--- src/rtl/imem_loader.sv ---
// ============================================================================
// Module      : imem_loader
// Description : Packs an incoming byte stream little-endian into 32-bit words
//               and writes them to imem at consecutive word addresses, holding
//               the core in reset while a load is in progress.
// Revision    : 1.0 - initial release
// ============================================================================
`default_nettype none

module imem_loader #(
    parameter int ADDR_W    = 13,
    parameter int MEM_DEPTH = 8192
) (
    input  logic              clk_i,
    input  logic              rst_ni,
    input  logic              start_i,
    input  logic [ADDR_W:0]   len_i,
    input  logic              byte_valid_i,
    input  logic [7:0]        byte_data_i,
    output logic              byte_ready_o,
    output logic              wr_en_o,
    output logic [ADDR_W-1:0] wr_addr_o,
    output logic [31:0]       wr_data_o,
    output logic              busy_o,
    output logic              done_o,
    output logic              error_o,
    output logic [ADDR_W:0]   word_cnt_o,
    output logic [31:0]       checksum_o,
    output logic              core_rst_no
);

    localparam logic [ADDR_W:0] c_mem_depth = (ADDR_W+1)'(MEM_DEPTH);

    typedef enum logic [1:0] {
        S_IDLE  = 2'd0,
        S_RECV  = 2'd1,
        S_WRITE = 2'd2,
        S_DONE  = 2'd3
    } state_t;

    state_t            r_state;
    state_t            w_state_nxt;
    logic [ADDR_W:0]   r_len;
    logic [1:0]        r_byte_cnt;
    logic [23:0]       r_word;
    logic [ADDR_W-1:0] r_wr_addr;
    logic [31:0]       r_wr_data;
    logic [ADDR_W:0]   r_word_cnt;
    logic [31:0]       r_checksum;
    logic              r_error;

    logic              w_start_ok;
    logic              w_accept;
    logic              w_len_bad;
    logic              w_len_zero;
    logic [ADDR_W:0]   w_cnt_inc;

    // start_i only takes effect when no load is running
    assign w_start_ok = start_i && (r_state == S_IDLE || r_state == S_DONE);
    assign w_accept   = byte_valid_i && (r_state == S_RECV);
    assign w_len_bad  = (len_i > c_mem_depth);
    assign w_len_zero = (len_i == '0);
    assign w_cnt_inc  = r_word_cnt + 1'b1;

    always_ff @(posedge clk_i or negedge rst_ni) begin
        if (!rst_ni) begin
            r_state <= S_IDLE;
        end else begin
            r_state <= w_state_nxt;
        end
    end

    always_comb begin
        w_state_nxt = r_state;
        case (r_state)
            S_IDLE, S_DONE: begin
                if (start_i) begin
                    w_state_nxt = (w_len_zero || w_len_bad) ? S_DONE : S_RECV;
                end
            end
            S_RECV: begin
                if (w_accept && r_byte_cnt == 2'd3) begin
                    w_state_nxt = S_WRITE;
                end
            end
            S_WRITE: begin
                w_state_nxt = (w_cnt_inc == r_len) ? S_DONE : S_RECV;
            end
            default: w_state_nxt = S_IDLE;
        endcase
    end

    always_ff @(posedge clk_i or negedge rst_ni) begin
        if (!rst_ni) begin
            r_len      <= '0;
            r_byte_cnt <= '0;
            r_word     <= '0;
            r_wr_addr  <= '0;
            r_wr_data  <= '0;
            r_word_cnt <= '0;
            r_checksum <= '0;
            r_error    <= 1'b0;
        end else begin
            if (w_start_ok) begin
                r_len      <= len_i;
                r_byte_cnt <= '0;
                r_word_cnt <= '0;
                r_checksum <= '0;
                r_error    <= w_len_bad;
            end
            if (w_accept) begin
                r_byte_cnt <= r_byte_cnt + 1'b1;
                case (r_byte_cnt)
                    2'd0: r_word[7:0]   <= byte_data_i;
                    2'd1: r_word[15:8]  <= byte_data_i;
                    2'd2: r_word[23:16] <= byte_data_i;
                    default: begin
                        // Capture the full word here so the write port holds it after WRITE
                        r_wr_data <= {byte_data_i, r_word};
                        r_wr_addr <= r_word_cnt[ADDR_W-1:0];
                    end
                endcase
            end
            if (r_state == S_WRITE) begin
                r_word_cnt <= w_cnt_inc;
                r_checksum <= r_checksum ^ r_wr_data;
            end
        end
    end

    assign byte_ready_o = (r_state == S_RECV);
    assign wr_en_o      = (r_state == S_WRITE);
    assign wr_addr_o    = r_wr_addr;
    assign wr_data_o    = r_wr_data;
    assign busy_o       = (r_state == S_RECV) || (r_state == S_WRITE);
    assign done_o       = (r_state == S_DONE);
    assign error_o      = r_error;
    assign word_cnt_o   = r_word_cnt;
    assign checksum_o   = r_checksum;
    assign core_rst_no  = rst_ni & ~busy_o;

endmodule

`default_nettype wire

--- config.mk ---
export PLATFORM = sky130hd
export DESIGN_NAME = imem_loader
export DESIGN_NICKNAME = d
export VERILOG_FILES = /design/src/rtl/imem_loader.sv
export SDC_FILE = /design/constraint.sdc
export NUM_CORES = 1
export LEC_CHECK = 0
export ABC_AREA = 1
export ABC_CLOCK_PERIOD_IN_PS = 1500
export CORE_ASPECT_RATIO = 1.2
export CORE_MARGIN = 10
export CORE_UTILIZATION = 42
export DETAILED_ROUTE_END_ITERATION = 10
export HOLD_SLACK_MARGIN = 0.08
export PLACE_DENSITY = 0.68
export SYNTH_ARGS = -nofsm -noshare
export SYNTH_HDL_FRONTEND = slang
export SYNTH_SLANG_ARGS = --single-unit
--- constraint.sdc ---
create_clock -name clk_i -period 1.5 [get_ports clk_i]
set_input_delay 0.3 -clock clk_i [delete_from_list [all_inputs] [get_ports clk_i]]
set_output_delay 0.3 -clock clk_i [all_outputs]
set_load 0.01 [all_outputs]
---- Yosys cells after proc, flatten, opt, wreduce, memory -nomap -nowiden ----
Index checks and enable logic that the tools add are counted.
word-level totals
  bits in read-only memories .............. 0
  bits of input ports ..................... 26
  register bits ........................... 134
  word-level logic and storage cells ...... 56
  memories kept ........................... 0
  RAM bits ................................ 0
  bits in latches ......................... 0
  output and inout port bits .............. 97
cells by class
  mux-type cells .......................... 11
  divide/modulo/power cells ............... 0
  $lt $le $gt $ge ......................... 1
  bitwise logic cells ..................... 4
  reductions and logical operators ........ 18
  equal/unequal tests ..................... 9
  add/subtract/negate cells ............... 2
  shifts and indexed selects .............. 0
  multipliers ............................. 0
operators by type and width
  cell                                                    count
  2-to-1 mux 32 bit                                       2
  XOR 32 bit                                              1
  2-to-1 mux 14 bit                                       2
  adder 14 x 1 -> 14 bit (second input constant)          1
  == test 14 bit                                          1
  > comparator 14 bit (second input constant)             1
  logical NOT 14 bit                                      1
  2-to-1 mux 2 bit                                        6
  AND reduction 2 bit                                     5
  == test 2 bit (second input constant)                   4
  case mux 2 bit (3 select lines)                         1
  == test 2 x 1 -> 1 bit (second input constant)          2
  logical NOT 2 bit                                       2
  nonzero test 2 bit                                      2
  logical AND 1 bit                                       3
  logical OR 1 bit                                        3
  OR reduction 3 bit                                      1
  adder 2 x 1 -> 2 bit (second input constant)            1
  inequality test 2 x 1 -> 1 bit (second input constant)  1
  inequality test 2 bit (second input constant)           1
  NOT 1 bit                                               2
  OR reduction 2 bit                                      1
  bitwise AND 1 bit                                       1

---- Logic depth before layout (Yosys ltp) ----
  word-level depth ........................ 5
  mapped depth ............................ 16
  mapped depth without buffers ............ 16

---- Least setup slack after synthesis ----
Ideal clock, no wire load.
  path type ............................... register to register
  start point ............................. register r_state[0]
  end point ............................... register r_wr_data[16] (netlist: wr_data_o[16])
  library setup time ...................... 0.125 ns
  slack ................................... -0.251 ns
  required time ........................... 1.375 ns
  stages on the path, launching flop included .. 7
  path buffers ............................ 1
  clock period less this slack ............ 1.751 ns
  arrival time ............................ 1.626 ns
  cells stage by stage .................... dfrtp_1 -> ha_1 -> nand2_1 -> inv_1 -> nand2_1 -> clkbuf_1 -> mux2_2
on the way
  word-level cells in the longest chain between the ends .. 3
RTL lines
  element                               RTL line  RTL
  start: declaration                    41        state_t r_state;
  start signal: assignment              69        r_state <= w_state_nxt;
  == test 2 x 1 -> 1 bit                -
  net byte_ready_o                      20        output logic byte_ready_o,
  logical AND 1 bit                     60        assign w_accept = byte_valid_i && (r_state == S_RECV);
  AND reduction 2 bit (no source line)  -
  end signal: assignment                119       r_wr_data <= {byte_data_i, r_word};
  end: declaration                      47        logic [31:0] r_wr_data;
The timed path passes the listed nets, and every way through them passes these cells.
A chain may end at the register's enable or synchronous reset.

---- Worst setup path after layout ----
  start point ............................. register r_word_cnt[3] (netlist: word_cnt_o[3])
  end point ............................... register r_state[1]
on the way
  word-level cells in the longest chain between the ends .. 4
RTL lines
  element                          RTL line  RTL
  start: declaration               48        logic [ADDR_W:0] r_word_cnt;
  start signal: assignment         125       r_word_cnt <= w_cnt_inc;
  adder 14 x 1 -> 14 bit           63        assign w_cnt_inc = r_word_cnt + 1'b1;
  == test 14 bit                   87        w_state_nxt = (w_cnt_inc == r_len) ? S_DONE : S_RECV;
  2-to-1 mux 2 bit                 87
  case mux 2 bit (3 select lines)  75        case (r_state)
No other way between the ends.

==> metrics <==
crit path time final=1.74 ns; most frequent cells after synthesis=171 x nand2_1, 134 x dfrtp_1, 105 x o21ai_0, 92 x inv_1, 35 x nand3_1; Hold/Removal Path Class=primary input to flip-flop; final worst slack=-0.244 ns; Slowest-stage cell, CP=dfrtp_2; Final Hold Fails=0; Synth Instances=approximately 680; Synth Register Bits=134; worst vdd ir=roughly 1.5 mV; R2R cell count=13; antenna violations before repair=0; diode count=0; Placed Area=7950 um2; site row count=47; DRT Pass-1 Iters=6; Clock transition at path regs=around 0.06 ns; Post-Syn Area=5990 um2; worst-path fanout max=4; WP data required=1.86 ns; Fillers=~990; I/O pin count=123; nets@finish=929; maxcap violations=0; 1st-iter DRT viols=393; RSZ-0062 raised after global routing=true; Crit. End Element=flip-flop; gr busiest metal=met2; Ys Warns=0; Port-buffer cells=122; WP data arrival=approximately 2.1 ns; Crit path top cell by count=nand2_1; status=complete, but fails checks; grt met1 use=21.9%; crit start category=flip-flop; Post-DP HPWL=11,900 um; Util after Layout=approximately 72%; pin count of the biggest net entering global routing=around 140; CP Class=flip-flop to flip-flop; WL final=20,900 um; f_max=between 500 and 600 MHz; core box area=13,900 um2; Die W=129 um; Critical Path Start=word_cnt_o[3]$_DFFE_PN0P_; Worst slew margin=52.9%; syn nets=~700; Root Buffer Master=clkbuf_16; clk_lat worst skew=around 0.42 ns; Worst Min Path Start=len_i[5]; WHS Path Cells=3; Avg Cell Area, Syn=8.86 um2; cell area after layout=9930 um2; fin. max-slew vios=0; layout cell share with drive strength beyond 1=36.9%; die area=19,500 um2; Tcrit/Tclk final=116%; Synth area leader=dfrtp_1; top cell type's share of synthesized area=56.0%; CTS H-tree lvls=4; Post-synth EDFFs=0; Yosys cell types=27; Vert. Die Dim=151 um; asr flop ratio synth=100%; cell chain of the critical path=buf_4, nand3_1, nor2_1, nand3_1, nand3_1, nand2_1, nor2_2, nand2_1, nor2_1, nand2_1, nand2_1, nand2_1, nand2_1; Post-synth top flop=dfrtp_1; count of final setup violators=70; area grow syn2layout=65.8%; grt met3 use=under 10%; vias in the first global route=5,533; GRT Total Usage=18.5%; Routed Antenna Nets=0; most common cell in the netlist=nand2_1; register area=3360 um2; via count=5,797; effective utilization at floorplan=43.2%; CTS tree=yes; Avg Vias per Cell=5.38; met2 usage=31.6%; Multi-input gate area=3050 um2; CP peak stage delay=0.37 ns; RePlAce Congestion=~0.87; pwr dens=2030 nW/um2; failing checks=negative setup slack; Static Leak=~5.3 nW; CTS buffer count=17; Pwr Total=20.1 mW; Overflow after GRT=0; clock tree sinks=roughly 130; first-pass GRT wire length=28,400 um; start of the worst register-to-register path=word_cnt_o[3]$_DFFE_PN0P_; sequential element share of the synthesized area=a little under three fifths; Bufs on Longest Clock Path=2; Clock Skew=0.0113 ns; top cells by area, synth=dfrtp_1 56%, nand2_1 11%, o21ai_0 8.8%; drc violations=0; Worst-Margin Slew=0.707 ns; Avg WL per Cell=about 19 um
## routing by layer
layer	vias up	part of all wire, %
met5	-	0
met4	0	2.2
met3	43	7.3
met2	242	51
met1	2861	40
li1	2651	-
## stage by stage
stage          setup WS (ns)  hold WS (ns)  std cells  TNS (ns)
2_1_floorplan        -0.0532       0.00441        676    -0.881
3_3_place_gp          -0.304         0.445       1007     -8.61
3_5_place_dp          -0.363         0.455       1007    -10.76
4_1_cts               -0.195         0.456       1062     -4.29
5_1_grt               -0.332         0.477       1078    -10.70
6_report              -0.244         0.459       1078     -5.98
## timing repair
item,in CTS,in global routing
hold buffers,1,0
hold endpoints to repair,117,0
resized for setup,235,251
buffers inserted,18,11
gates cloned,4,10
endpoints found under the setup margin,215,128
pin swaps,8,11
## path summary, 6_finish.rpt
path                            slack, ns                         end
worst max-delay path                -0.24      r_state[1]$_DFFE_PN0P_
worst min register to register       0.48  checksum_o[18]$_DFFE_PN0P_
worst max register to register      -0.24      r_state[1]$_DFFE_PN0P_
worst min-delay path                 0.46        r_len[5]$_DFFE_PN0P_
max in group asynchronous            0.29  word_cnt_o[11]$_DFFE_PN0P_
min in group asynchronous            0.63  checksum_o[11]$_DFFE_PN0P_
## power by group
group          internal, mW  leakage (nW)  switching (mW)  total (mW)
Combinational          4.52          3.20            4.44        8.96
Sequential             5.06          1.77            1.46        6.52
Clock                  2.97         0.313            1.65        4.62
Total                  12.6          5.28            7.55        20.1
## kinds of logic after synthesis
family / share of synthesized area (%)
mux: 4.51
flops: 56.0
simple gates: 17.5
xor+xnor: 0.293
fa+ha+maj: 1.88
buf+inv: 7.25
compound gates: 12.5
## layout by cell type (no fill, tap or decap), types with 17 or more instances in the layout
| cell type | count |
|---|---|
| buf_4 | 57 |
| a21oi_1 | 21 |
| o21ai_2 | 57 |
| buf_6 | 20 |
| nand3_1 | 33 |
| nand2_1 | 111 |
| o21ai_1 | 26 |
| mux2_4 | 20 |
| dfrtp_1 | 128 |
| nand2_2 | 27 |
| o21ai_0 | 19 |
| nor2_1 | 17 |
| inv_1 | 84 |
| dlygate4sd2_1 | 81 |
| nand2_4 | 32 |
| clkbuf_16 | 26 |
| clkdlybuf4s50_1 | 24 |
## registers in the layout, summed over array words and instances (netlist names)
register and flops:
checksum_o 32, wr_data_o 32, r_word 24, r_len 14, word_cnt_o 14, wr_addr_o 13, r_byte_cnt 2, r_state 2
error_o 1
## cell type report
| type | instances | share of cell area, % |
|---|---|---|
| Sequential cell | 134 | 33.9 |
| Multi-Input combinational cell | 427 | 30.7 |
| Timing Repair Buffer | 220 | 23.0 |
| Clock buffer | 18 | 4.32 |
| Inverter | 94 | 3.73 |
| Clock inverter | 14 | 2.27 |
| Tap cell | 171 | 2.16 |
## worst max-delay path, delay by kind of cell (launching register included)
kind,cells,cell delay (ns)
AND/OR/NAND/NOR,12,1.15
flip-flops,1,0.37
buffers and inverters,1,0.16
No activity file was read; power rests on OpenSTA's default activity.
